$ cat config.mk
export PLATFORM = sky130hd
export DESIGN_NAME = trace_capture_buffer
export DESIGN_NICKNAME = d
export VERILOG_FILES = /design/src/rtl/trace_capture_buffer.sv
export SDC_FILE = /design/constraint.sdc
export NUM_CORES = 1
export LEC_CHECK = 0
export ABC_AREA = 1
export CORE_MARGIN = 2
export CORE_UTILIZATION = 24
export CTS_BUF_LIST = sky130_fd_sc_hd__clkbuf_4 sky130_fd_sc_hd__clkbuf_8
export DETAILED_ROUTE_END_ITERATION = 6
export SLEW_MARGIN = 20
export SYNTH_ARGS = -nofsm -noshare
export SYNTH_HDL_FRONTEND = slang
export SYNTH_SLANG_ARGS = --single-unit
$ cat constraint.sdc
create_clock -name clk_i -period 12.2 [get_ports clk_i]
set_input_delay 1.22 -clock clk_i [delete_from_list [all_inputs] [get_ports clk_i]]
set_output_delay 1.22 -clock clk_i [all_outputs]
set_load 0.02 [all_outputs]
$ cat src/rtl/trace_capture_buffer.sv
// Retirement trace buffer: circular capture of PC/instr/wb/class/timestamp with a FWFT drain port.
// Optional build macro TRACE_FILTER_EN adds cfg_filter_i to select which instruction classes are stored.
module trace_capture_buffer #(
    parameter int XLEN  = 32,
    parameter int DEPTH = 16,
    parameter int TS_W  = 16
) (
    input  logic                       clk_i,
    input  logic                       rst_i,
    input  logic                       retire_valid_i,
    input  logic [XLEN-1:0]            retire_pc_i,
    input  logic [31:0]                retire_instr_i,
    input  logic [XLEN-1:0]            retire_wb_i,
    input  logic                       arm_i,
    input  logic                       cfg_wrap_i,
    input  logic                       cfg_trig_en_i,
    input  logic [XLEN-1:0]            cfg_trig_pc_i,
`ifdef TRACE_FILTER_EN
    input  logic [7:0]                 cfg_filter_i,
`endif
    output logic                       rd_valid_o,
    input  logic                       rd_ready_i,
    output logic [XLEN-1:0]            rd_pc_o,
    output logic [31:0]                rd_instr_o,
    output logic [XLEN-1:0]            rd_wb_o,
    output logic [2:0]                 rd_class_o,
    output logic [TS_W-1:0]            rd_ts_o,
    output logic [$clog2(DEPTH+1)-1:0] count_o,
    output logic                       overflow_o,
    output logic [1:0]                 state_o
);

    localparam int AW = $clog2(DEPTH);
    localparam int CW = $clog2(DEPTH+1);
    localparam logic [CW-1:0] FULL = CW'(DEPTH);

    typedef enum logic [1:0] {
        S_IDLE    = 2'd0,
        S_ARMED   = 2'd1,
        S_CAPTURE = 2'd2,
        S_DONE    = 2'd3
    } state_t;

    state_t            r_state;
    logic [AW-1:0]     r_wr_ptr;
    logic [AW-1:0]     r_rd_ptr;
    logic [CW-1:0]     r_count;
    logic              r_overflow;
    logic [TS_W-1:0]   r_ts;

    logic [XLEN-1:0]   r_mem_pc    [DEPTH];
    logic [31:0]       r_mem_instr [DEPTH];
    logic [XLEN-1:0]   r_mem_wb    [DEPTH];
    logic [2:0]        r_mem_class [DEPTH];
    logic [TS_W-1:0]   r_mem_ts    [DEPTH];

    logic [2:0]        w_class;
    logic              w_pass;
    logic              w_eligible;
    logic              w_trig_hit;
    logic              w_cap_window;
    logic              w_full;
    logic              w_rd_valid;
    logic              w_pop;
    logic              w_do_cap;
    logic              w_overwrite;
    logic              w_drop;
    logic              w_fill_stop;
    logic [CW-1:0]     w_count_nxt;

    function automatic logic [2:0] f_class(input logic [6:0] op);
        case (op)
            7'b0110011: f_class = 3'd0;
            7'b0010011: f_class = 3'd1;
            7'b0000011: f_class = 3'd2;
            7'b0100011: f_class = 3'd3;
            7'b1100011: f_class = 3'd4;
            7'b0110111,
            7'b0010111: f_class = 3'd5;
            7'b1101111,
            7'b1100111: f_class = 3'd6;
            default:    f_class = 3'd7;
        endcase
    endfunction

    assign w_class = f_class(retire_instr_i[6:0]);

`ifdef TRACE_FILTER_EN
    assign w_pass = cfg_filter_i[w_class];
`else
    assign w_pass = 1'b1;
`endif

    // Trigger matching sees every retirement; the filter only decides what gets stored.
    assign w_eligible   = retire_valid_i & w_pass;
    assign w_trig_hit   = (r_state == S_ARMED) & retire_valid_i & (retire_pc_i == cfg_trig_pc_i);
    assign w_cap_window = (r_state == S_CAPTURE) | w_trig_hit;
    assign w_full       = (r_count == FULL);
    assign w_rd_valid   = (r_count != '0);
    assign w_pop        = w_rd_valid & rd_ready_i & ~arm_i;
    assign w_do_cap     = ~arm_i & w_cap_window & w_eligible & (~w_full | w_pop | cfg_wrap_i);
    assign w_overwrite  = w_do_cap & w_full & ~w_pop;
    assign w_drop       = ~arm_i & w_eligible & ((r_state == S_DONE) | (w_cap_window & ~w_do_cap));

    always_comb begin
        w_count_nxt = r_count;
        if (w_do_cap && !w_pop && !w_full) begin
            w_count_nxt = r_count + 1'b1;
        end else if (w_pop && !w_do_cap) begin
            w_count_nxt = r_count - 1'b1;
        end
    end

    // A pop in the same cycle as the filling capture keeps the session open.
    assign w_fill_stop = ~cfg_wrap_i & w_do_cap & ~w_pop & (w_count_nxt == FULL);

    always_ff @(posedge clk_i or posedge rst_i) begin
        if (rst_i) begin
            r_state    <= S_IDLE;
            r_wr_ptr   <= '0;
            r_rd_ptr   <= '0;
            r_count    <= '0;
            r_overflow <= 1'b0;
            r_ts       <= '0;
        end else begin
            r_ts <= r_ts + 1'b1;
            if (arm_i) begin
                r_wr_ptr   <= '0;
                r_rd_ptr   <= '0;
                r_count    <= '0;
                r_overflow <= 1'b0;
                r_state    <= cfg_trig_en_i ? S_ARMED : S_CAPTURE;
            end else begin
                if (w_do_cap) begin
                    r_wr_ptr <= r_wr_ptr + 1'b1;
                end
                if (w_pop || w_overwrite) begin
                    r_rd_ptr <= r_rd_ptr + 1'b1;
                end
                r_count <= w_count_nxt;
                if (w_overwrite || w_drop) begin
                    r_overflow <= 1'b1;
                end
                if (w_cap_window) begin
                    r_state <= (w_fill_stop || w_drop) ? S_DONE : S_CAPTURE;
                end
            end
        end
    end

    always_ff @(posedge clk_i) begin
        if (w_do_cap) begin
            r_mem_pc[r_wr_ptr]    <= retire_pc_i;
            r_mem_instr[r_wr_ptr] <= retire_instr_i;
            r_mem_wb[r_wr_ptr]    <= retire_wb_i;
            r_mem_class[r_wr_ptr] <= w_class;
            r_mem_ts[r_wr_ptr]    <= r_ts;
        end
    end

    assign rd_valid_o = w_rd_valid;
    assign rd_pc_o    = w_rd_valid ? r_mem_pc[r_rd_ptr]    : '0;
    assign rd_instr_o = w_rd_valid ? r_mem_instr[r_rd_ptr] : '0;
    assign rd_wb_o    = w_rd_valid ? r_mem_wb[r_rd_ptr]    : '0;
    assign rd_class_o = w_rd_valid ? r_mem_class[r_rd_ptr] : '0;
    assign rd_ts_o    = w_rd_valid ? r_mem_ts[r_rd_ptr]    : '0;
    assign count_o    = r_count;
    assign overflow_o = r_overflow;
    assign state_o    = r_state;

endmodule
==> metrics.cfg, run 1 <==
[synthesis]
synth_fa_ha_area_share_pct = 0.154
synth_seq_cells = 1872
synth_area_per_cell_um2 = 14.0
synthSimpleGateAreaFrac_pct = 6.46
yosys.area.top_type = edfxtp_1
synth.area.mux_share_pct = 0
synth.distinct_cells = 35
synth_top_cell_area_share_pct = 75.6
synth_cells = 5214
synth_top_family_by_area = compound AO/OA/AOI/OAI gates
yosys_warnings = 0
postSynth.asyncResetShare_pct = 1.71
synth_xor_area_share_pct = 0.503
syn-cell-area_um2 = 73100
synth_nets = 5358
synth_ff_type = edfxtp_1
ys_seq_area_share_pct = 76.7
synth_compound_area_share_pct = 13.8
synth_edf_count = 1840
synth_area_leaders = edfxtp_1, o21ai_0, nor2_1

[critical_path]
path_class = reg2out
worstPathBufferInverterCount = 4
critPathRequiredTime_ns = 10.98
cp_slowest_stage_delay_ns = 0.90
r2r_start = state_o[0]
reg2reg_to = r_mem_wb[13][29]
cp_common_cell = buf_4
worst-path-max-fanout = 207
reg2reg_slack_ns = 7.21
slowest_stage = buf_4
cp-start-kind = flip-flop
crit_family = buffers and inverters
end_kind = primary output
path_cells = buf_12 > buf_4 > buf_4 > o21ai_0 > o221ai_1 > o211ai_1 > a21oi_1 > clkdlybuf4s50_1
ff2ff_path_depth = 14
arrival_ns = 6.12

[clocking]
cts_max_level = 5
cts_made_buffers = 306
clk_pin_slew_worst_paths_ns = 0.06
cts_hold_buf = 0
cts_tree = built
clock_sinks = 1872
clkLatencyLatePin_ns = 0.93
cts_resized = 0
clock-root-buffer = clkbuf_8
post_cts_buffers = 0
cts_buffer_depth = 4

[routing]
wl_per_cell_um = 22.3
viasPerCell = 4.80
num_vias = 46467
drt_first_pass_iters = 6
wirelength_um = 215000
drt_iter0_drc = 4972
drc_errors = 0
ant_nets = 0

[floorplanning]
core.rowCount = 202
die_w_um = 556
start_util_pct = 24.1
core_um2 = 303000
die_area_um2 = 309000
boundaryPins = 259
die_y_um = 556

[grt]
grt_max_degree = 248
grt_pass1_vias = 46338
antenna_found_initial = 52
grt_use_total_pct = 13.4
grt_remaining_overflow = 0
grt_pass1_wl_um = 309000

[pwr]
p_leak_uw = 0.0259
p_per_area_nw_per_um2 = 180
vdd_drop_max_uv = 264

[timing]
hold_viol = 0
tns_ns = 0
slew_headroom_pct = 7.88
fmax_ghz = 0.136
tightest_slew_ns = 1.38
rsz0062_at_grt = no
finalSetupViolCount = 0
setup_ws_ns = 4.86
fin_crit_sh_pct = 60.2
period_needed_ns = 7.34
fin_skew_ns = 0.0743
slew_viol_final = 0

[layout]
fillerInstances = 30144
nets = 5597
area_growth_syn_to_layout_pct = 17.5
drive_gt1_share_pct = 10.4
stdcell_count = 9671

[placement]
numPortBuffers = 258
place_inst = 9123
pre_cts_ws_ns = 5.50
globalplace.congestion = 0.741
dp_hpwl_um = 109000

[worst_hold_path]
holdPathEnd = overflow_o
hold_path_class = reg2reg
hp-start = overflow_o
hold_path_depth = 2

[job]
max_cap_viol_count = 0

[status]
status = completed

area by class of cell:
| class | count | area (µm²) | share of cell area (%) |
|---|---|---|---|
| Multi-Input combinational cell | 2896 | 15400 | 17.9 |
| Antenna cell | 13 | 32.5 | 0.0379 |
| Tap cell | 3978 | 4980 | 5.79 |
| Sequential cell | 1872 | 56100 | 65.2 |
| Timing Repair Buffer | 327 | 3270 | 3.80 |
| Clock inverter | 125 | 921 | 1.07 |
| Clock buffer | 410 | 5070 | 5.90 |
| Inverter | 50 | 213 | 0.248 |
cells by family (layout without fill, tap and decap cells):
| kind of cell | count (synthesis) | count (layout) |
|---|---|---|
| AOI/OAI and AO/OA | 1663 | 1663 |
| xor gates and xnor gates | 42 | 42 |
| adders and majority gates | 9 | 9 |
| buffers and inverters | 446 | 912 |
| DFF | 1872 | 1872 |
| other | 0 | 13 |
| and+or+nand+nor | 1182 | 1182 |
state kept, by name (all words and copies together), names as in the netlist:
name         cells
overflow_o       1
state_o          2
r_mem_class     48
r_mem_pc       512
r_wr_ptr         4
r_ts            16
r_mem_instr    512
r_mem_wb       512
count_o          5
r_rd_ptr         4
r_mem_ts       256
synth_stat cells (6+ instances only):
library cell,number
clkbuf_1,290
o211ai_1,143
buf_2,101
nand3_1,110
xnor2_1,21
edfxtp_1,1840
o221ai_1,318
xor2_1,21
ha_1,9
nor2_1,964
nor3_1,9
nand2_1,70
a21oi_1,125
inv_2,9
nand2_2,6
o22ai_1,142
o21ai_0,927
dfrtp_1,32
inv_1,40
how the worst max path moves through the flow:
stage | from | endpoint | slack [ns] | cells past startpoint
6_report | r_rd_ptr[0] | rd_instr_o[4] | 4.86 | 8
3_3_place_gp | retire_pc_i[1] | r_mem_wb[15][16] | 5.49 | 15
3_5_place_dp | retire_pc_i[1] | r_mem_class[13][2] | 5.50 | 15
4_1_cts | r_rd_ptr[0] | rd_instr_o[4] | 4.65 | 8
2_1_floorplan | retire_valid_i | r_mem_class[11][0] | 4.63 | 12
5_1_grt | r_rd_ptr[0] | rd_instr_o[4] | 4.46 | 8
through the flow:
stage | hold slack (ns) | utilization [%] | power, µW | instance area (µm²)
CTS | 0.600 | 28.3 | 15600 | 85900
detailed placement | 0.575 | 26.4 | 10200 | 79900
global route | 0.637 | 28.4 | 16100 | 85900
global placement | 0.578 | 26.4 | 10200 | 79900
finish | 0.599 | 28.4 | 15500 | 85900
floorplan | 0.551 | - | 8790 | 73100
cells in the final DEF, fill, tap and decap left out, types with 13 or more instances in the layout:
master           count
xor2_1              21
inv_1               38
o211ai_1           143
o21ai_0            927
nand2_1             70
edfxtp_1          1840
dfrtp_1             28
o221ai_1           318
clkbuf_4            92
nor2_1             948
buf_4               55
clkinv_1            67
clkbuf_8           318
clkinv_2            29
o22ai_1            142
clkdlybuf4s50_1    258
buf_12              13
xnor2_1             21
nand3_1            110
nor2_4              19
bufinv_16           13
diode_2             13
a21oi_1            125
routing by layer:
| metal | wire (µm) | track usage (%) | part of all wire, % | up-vias |
|---|---|---|---|---|
| li1 | - | - | - | 20559 |
| met1 | 92200 | 17.7 | 43 | 23511 |
| met2 | 97100 | 20.8 | 45 | 1987 |
| met3 | 19600 | 3.71 | 9.1 | 380 |
| met4 | 6080 | 4.92 | 2.8 | 30 |
| met5 | 186 | 0 | 0.086 | - |
where the power goes:
group          internal [µW]  total [µW]  switching, µW
clock                   2980        5420           2450
combinational            848        2920           2070
sequential              7090        7130           40.1
total                  10900       15500           4560
tightest hold or removal path, delay by kind of cell (launching register included):
family | cells | cell delay, ns
and+or+nand+nor | 2 | 0.15
DFF | 1 | 0.40
Note: power is estimated with default switching activity, not from simulation.
==> inputs of run 2 (changes only) <==
==> constraint.sdc (replaced) <==
create_clock -name clk_i -period 6.8 [get_ports clk_i]
set_input_delay 0.68 -clock clk_i [delete_from_list [all_inputs] [get_ports clk_i]]
set_output_delay 0.68 -clock clk_i [all_outputs]
set_load 0.02 [all_outputs]
==> run 2 against run 1 <==
Clock skew down 0.0085 ns. Sequential cell count unchanged. Register-to-register slack worse by 4.6 ns. Via count fell by 0.83%. Core utilization decreased by 0.055 points. Hold slack lost 0.22 ns. Final cell count is 0.27% lower. Setup slack got worse by 3.8 ns. Clock-buffer cell count shrank 51. Total power is 75% higher. Sequential share of layout area is 0.13 points higher. Die area unchanged. Largest cell class unchanged.
==> metrics.cfg, run 2 (synthesis gave the netlist of run 1 again) <==
[clocking]
cts_made_buffers = 284  ; was 306
clock_sinks = 1872  ; unchanged
cts_tree = built  ; unchanged
clkLatencyLatePin_ns = 0.91  ; was 0.93 ns
cts_resized = 0  ; unchanged
cts_buffer_depth = 4  ; unchanged
cts_hold_buf = 0  ; unchanged
cts_max_level = 5  ; unchanged
clk_pin_slew_worst_paths_ns = 0.07  ; was 0.06 ns
clock-root-buffer = clkbuf_8  ; unchanged
post_cts_buffers = 0  ; unchanged

[critical_path]
critPathLaunch = r_rd_ptr[0]  ; unchanged
ff2ff_path_depth = 13  ; was 14
critPathRequiredTime_ns = 6.12  ; was 10.98 ns
arrival_ns = 5.04  ; was 6.12 ns
worst-path-max-fanout = 205  ; was 207
end_kind = primary output  ; unchanged
reg2reg_slack_ns = 2.63  ; was 7.21 ns
path_class = reg2out  ; unchanged
r2r_start = state_o[0]  ; unchanged
cp-start-kind = flip-flop  ; unchanged

[placement]
pre_cts_ws_ns = 1.51  ; was 5.50 ns
numPortBuffers = 258  ; unchanged
dpl_cell_area_um2 = 80300  ; was 79900 µm²
dp_hpwl_um = 111000  ; was 109000 µm
globalplace.congestion = 0.738  ; was 0.741

[layout]
layout.area.seq_um2 = 56100  ; unchanged
mostFrequentLayoutCells = edfxtp_1, nor2_1, o21ai_0  ; unchanged
fillerInstances = 30204  ; was 30144
fin_area_um2 = 85800  ; was 85900 µm²
nets = 5588  ; was 5597
area_growth_syn_to_layout_pct = 17.3  ; was 17.5%
final_common_cell = edfxtp_1  ; unchanged
drive_gt1_share_pct = 10.0  ; was 10.4%
multiInputGateArea_um2 = 15400  ; unchanged
largestRegisters = r_mem_instr x512, r_mem_pc x512, r_mem_wb x512  ; unchanged

[grt]
grt_remaining_overflow = 0  ; unchanged
grt_use_total_pct = 13.1  ; was 13.4%
grt_max_degree = 258  ; was 248
antenna_found_initial = 45  ; was 52
grt_pass1_vias = 45233  ; was 46338
grt_pass1_wl_um = 305000  ; was 309000 µm

[timing]
fmax_ghz = 0.175
fin_crit_sh_pct = 84.1
rsz0062_at_grt = no  ; unchanged
finalSetupViolCount = 0  ; unchanged
fin_skew_ns = 0.0658  ; was 0.0743 ns
period_needed_ns = 5.72
setup_ws_ns = 1.08  ; was 4.86 ns
hold_viol = 0  ; unchanged
slew_headroom_pct = 27.0  ; was 7.88%
tightest_slew_ns = 1.09  ; was 1.38 ns
slew_viol_final = 0  ; unchanged

[floorplanning]
core.rowCount = 202  ; unchanged
die_y_um = 556  ; unchanged
core_um2 = 303000  ; unchanged
start_util_pct = 24.1  ; unchanged
die_area_um2 = 309000  ; unchanged
boundaryPins = 259  ; unchanged
die_w_um = 556  ; unchanged

[pwr]
p_leak_uw = 0.0258  ; was 0.0259 µW
vdd_drop_max_uv = 413  ; was 264 µV
p_per_area_nw_per_um2 = 315  ; was 180 nW/µm²

[routing]
wirelength_um = 212000  ; was 215000 µm
num_vias = 46083  ; was 46467
drc_errors = 0  ; unchanged
drt_first_pass_iters = 6  ; unchanged
wl_per_cell_um = 22.0  ; was 22.3 µm
viasPerCell = 4.78  ; was 4.80
drt_iter0_drc = 4352  ; was 4972
ant_nets = 0  ; unchanged

[status]
status = completed  ; unchanged

[job]
max_cap_viol_count = 0  ; unchanged

[worst_hold_path]
hold_path_class = in2async  ; was reg2reg

run 2: changes by cell type in the layout (fill, tap and decap cells not counted), sizes merged:
cell	delta
clkinv	+8
bufinv	-6
clkinvlp	+6
diode	+4
buf	+13
clkbuf	-51
run 2: routing by layer:
metal	GRT usage [%]	share of wire, %	up-vias
met5	0	0.050	-
met4	4.13	2.6	18
met3	3.46	8.3	380
met2	20.6	46	1727
met1	17.6	43	23435
li1	-	-	20523
run 2: path summary, 6_finish.rpt:
path                                    to
max                            rd_pc_o[13]
min in group clk_i         r_mem_pc[5][24]
max reg2reg                 r_mem_wb[7][7]
max in group asynchronous      r_rd_ptr[1]
min                             count_o[0]
min reg2reg                     state_o[1]
run 2: where the power goes:
group,switching (µW),total (µW),internal (µW)
Clock,4290,8920,4640
Sequential,69.3,12800,12700
Combinational,3770,5340,1570
run 2: area by class of cell:
type | instances | area share, %
well taps | 3978 | 5.80
flip-flops and latches | 1872 | 65.4
multi-input cells | 2896 | 17.9
clock buffers | 359 | 5.26
diodes | 17 | 0.0496
inverters | 50 | 0.248
repair buffers | 340 | 4.35
clock inverters | 133 | 0.979
run 2: per-stage QoR:
stage	total power, µW	std cells	utilization [%]	hold slack [ns]	setup TNS, ns
floorplan	15800	5214	-	0.551	-421.80
global placement	18400	9135	26.5	0.580	0
detailed placement	18500	9135	26.5	0.602	0
CTS	27400	9627	28.3	0.352	0
global route	28200	9635	28.3	0.440	0
finish	27000	9645	28.3	0.381	0
run 2: worst max-delay path, stage by stage (launching register included):
cell	delay [ns]
dfrtp_4	0.81
buf_12	0.59
buf_4	0.73
o21ai_0	0.20
o221ai_1	0.25
o211ai_1	0.12
a21oi_1	0.50
clkdlybuf4s50_1	0.71
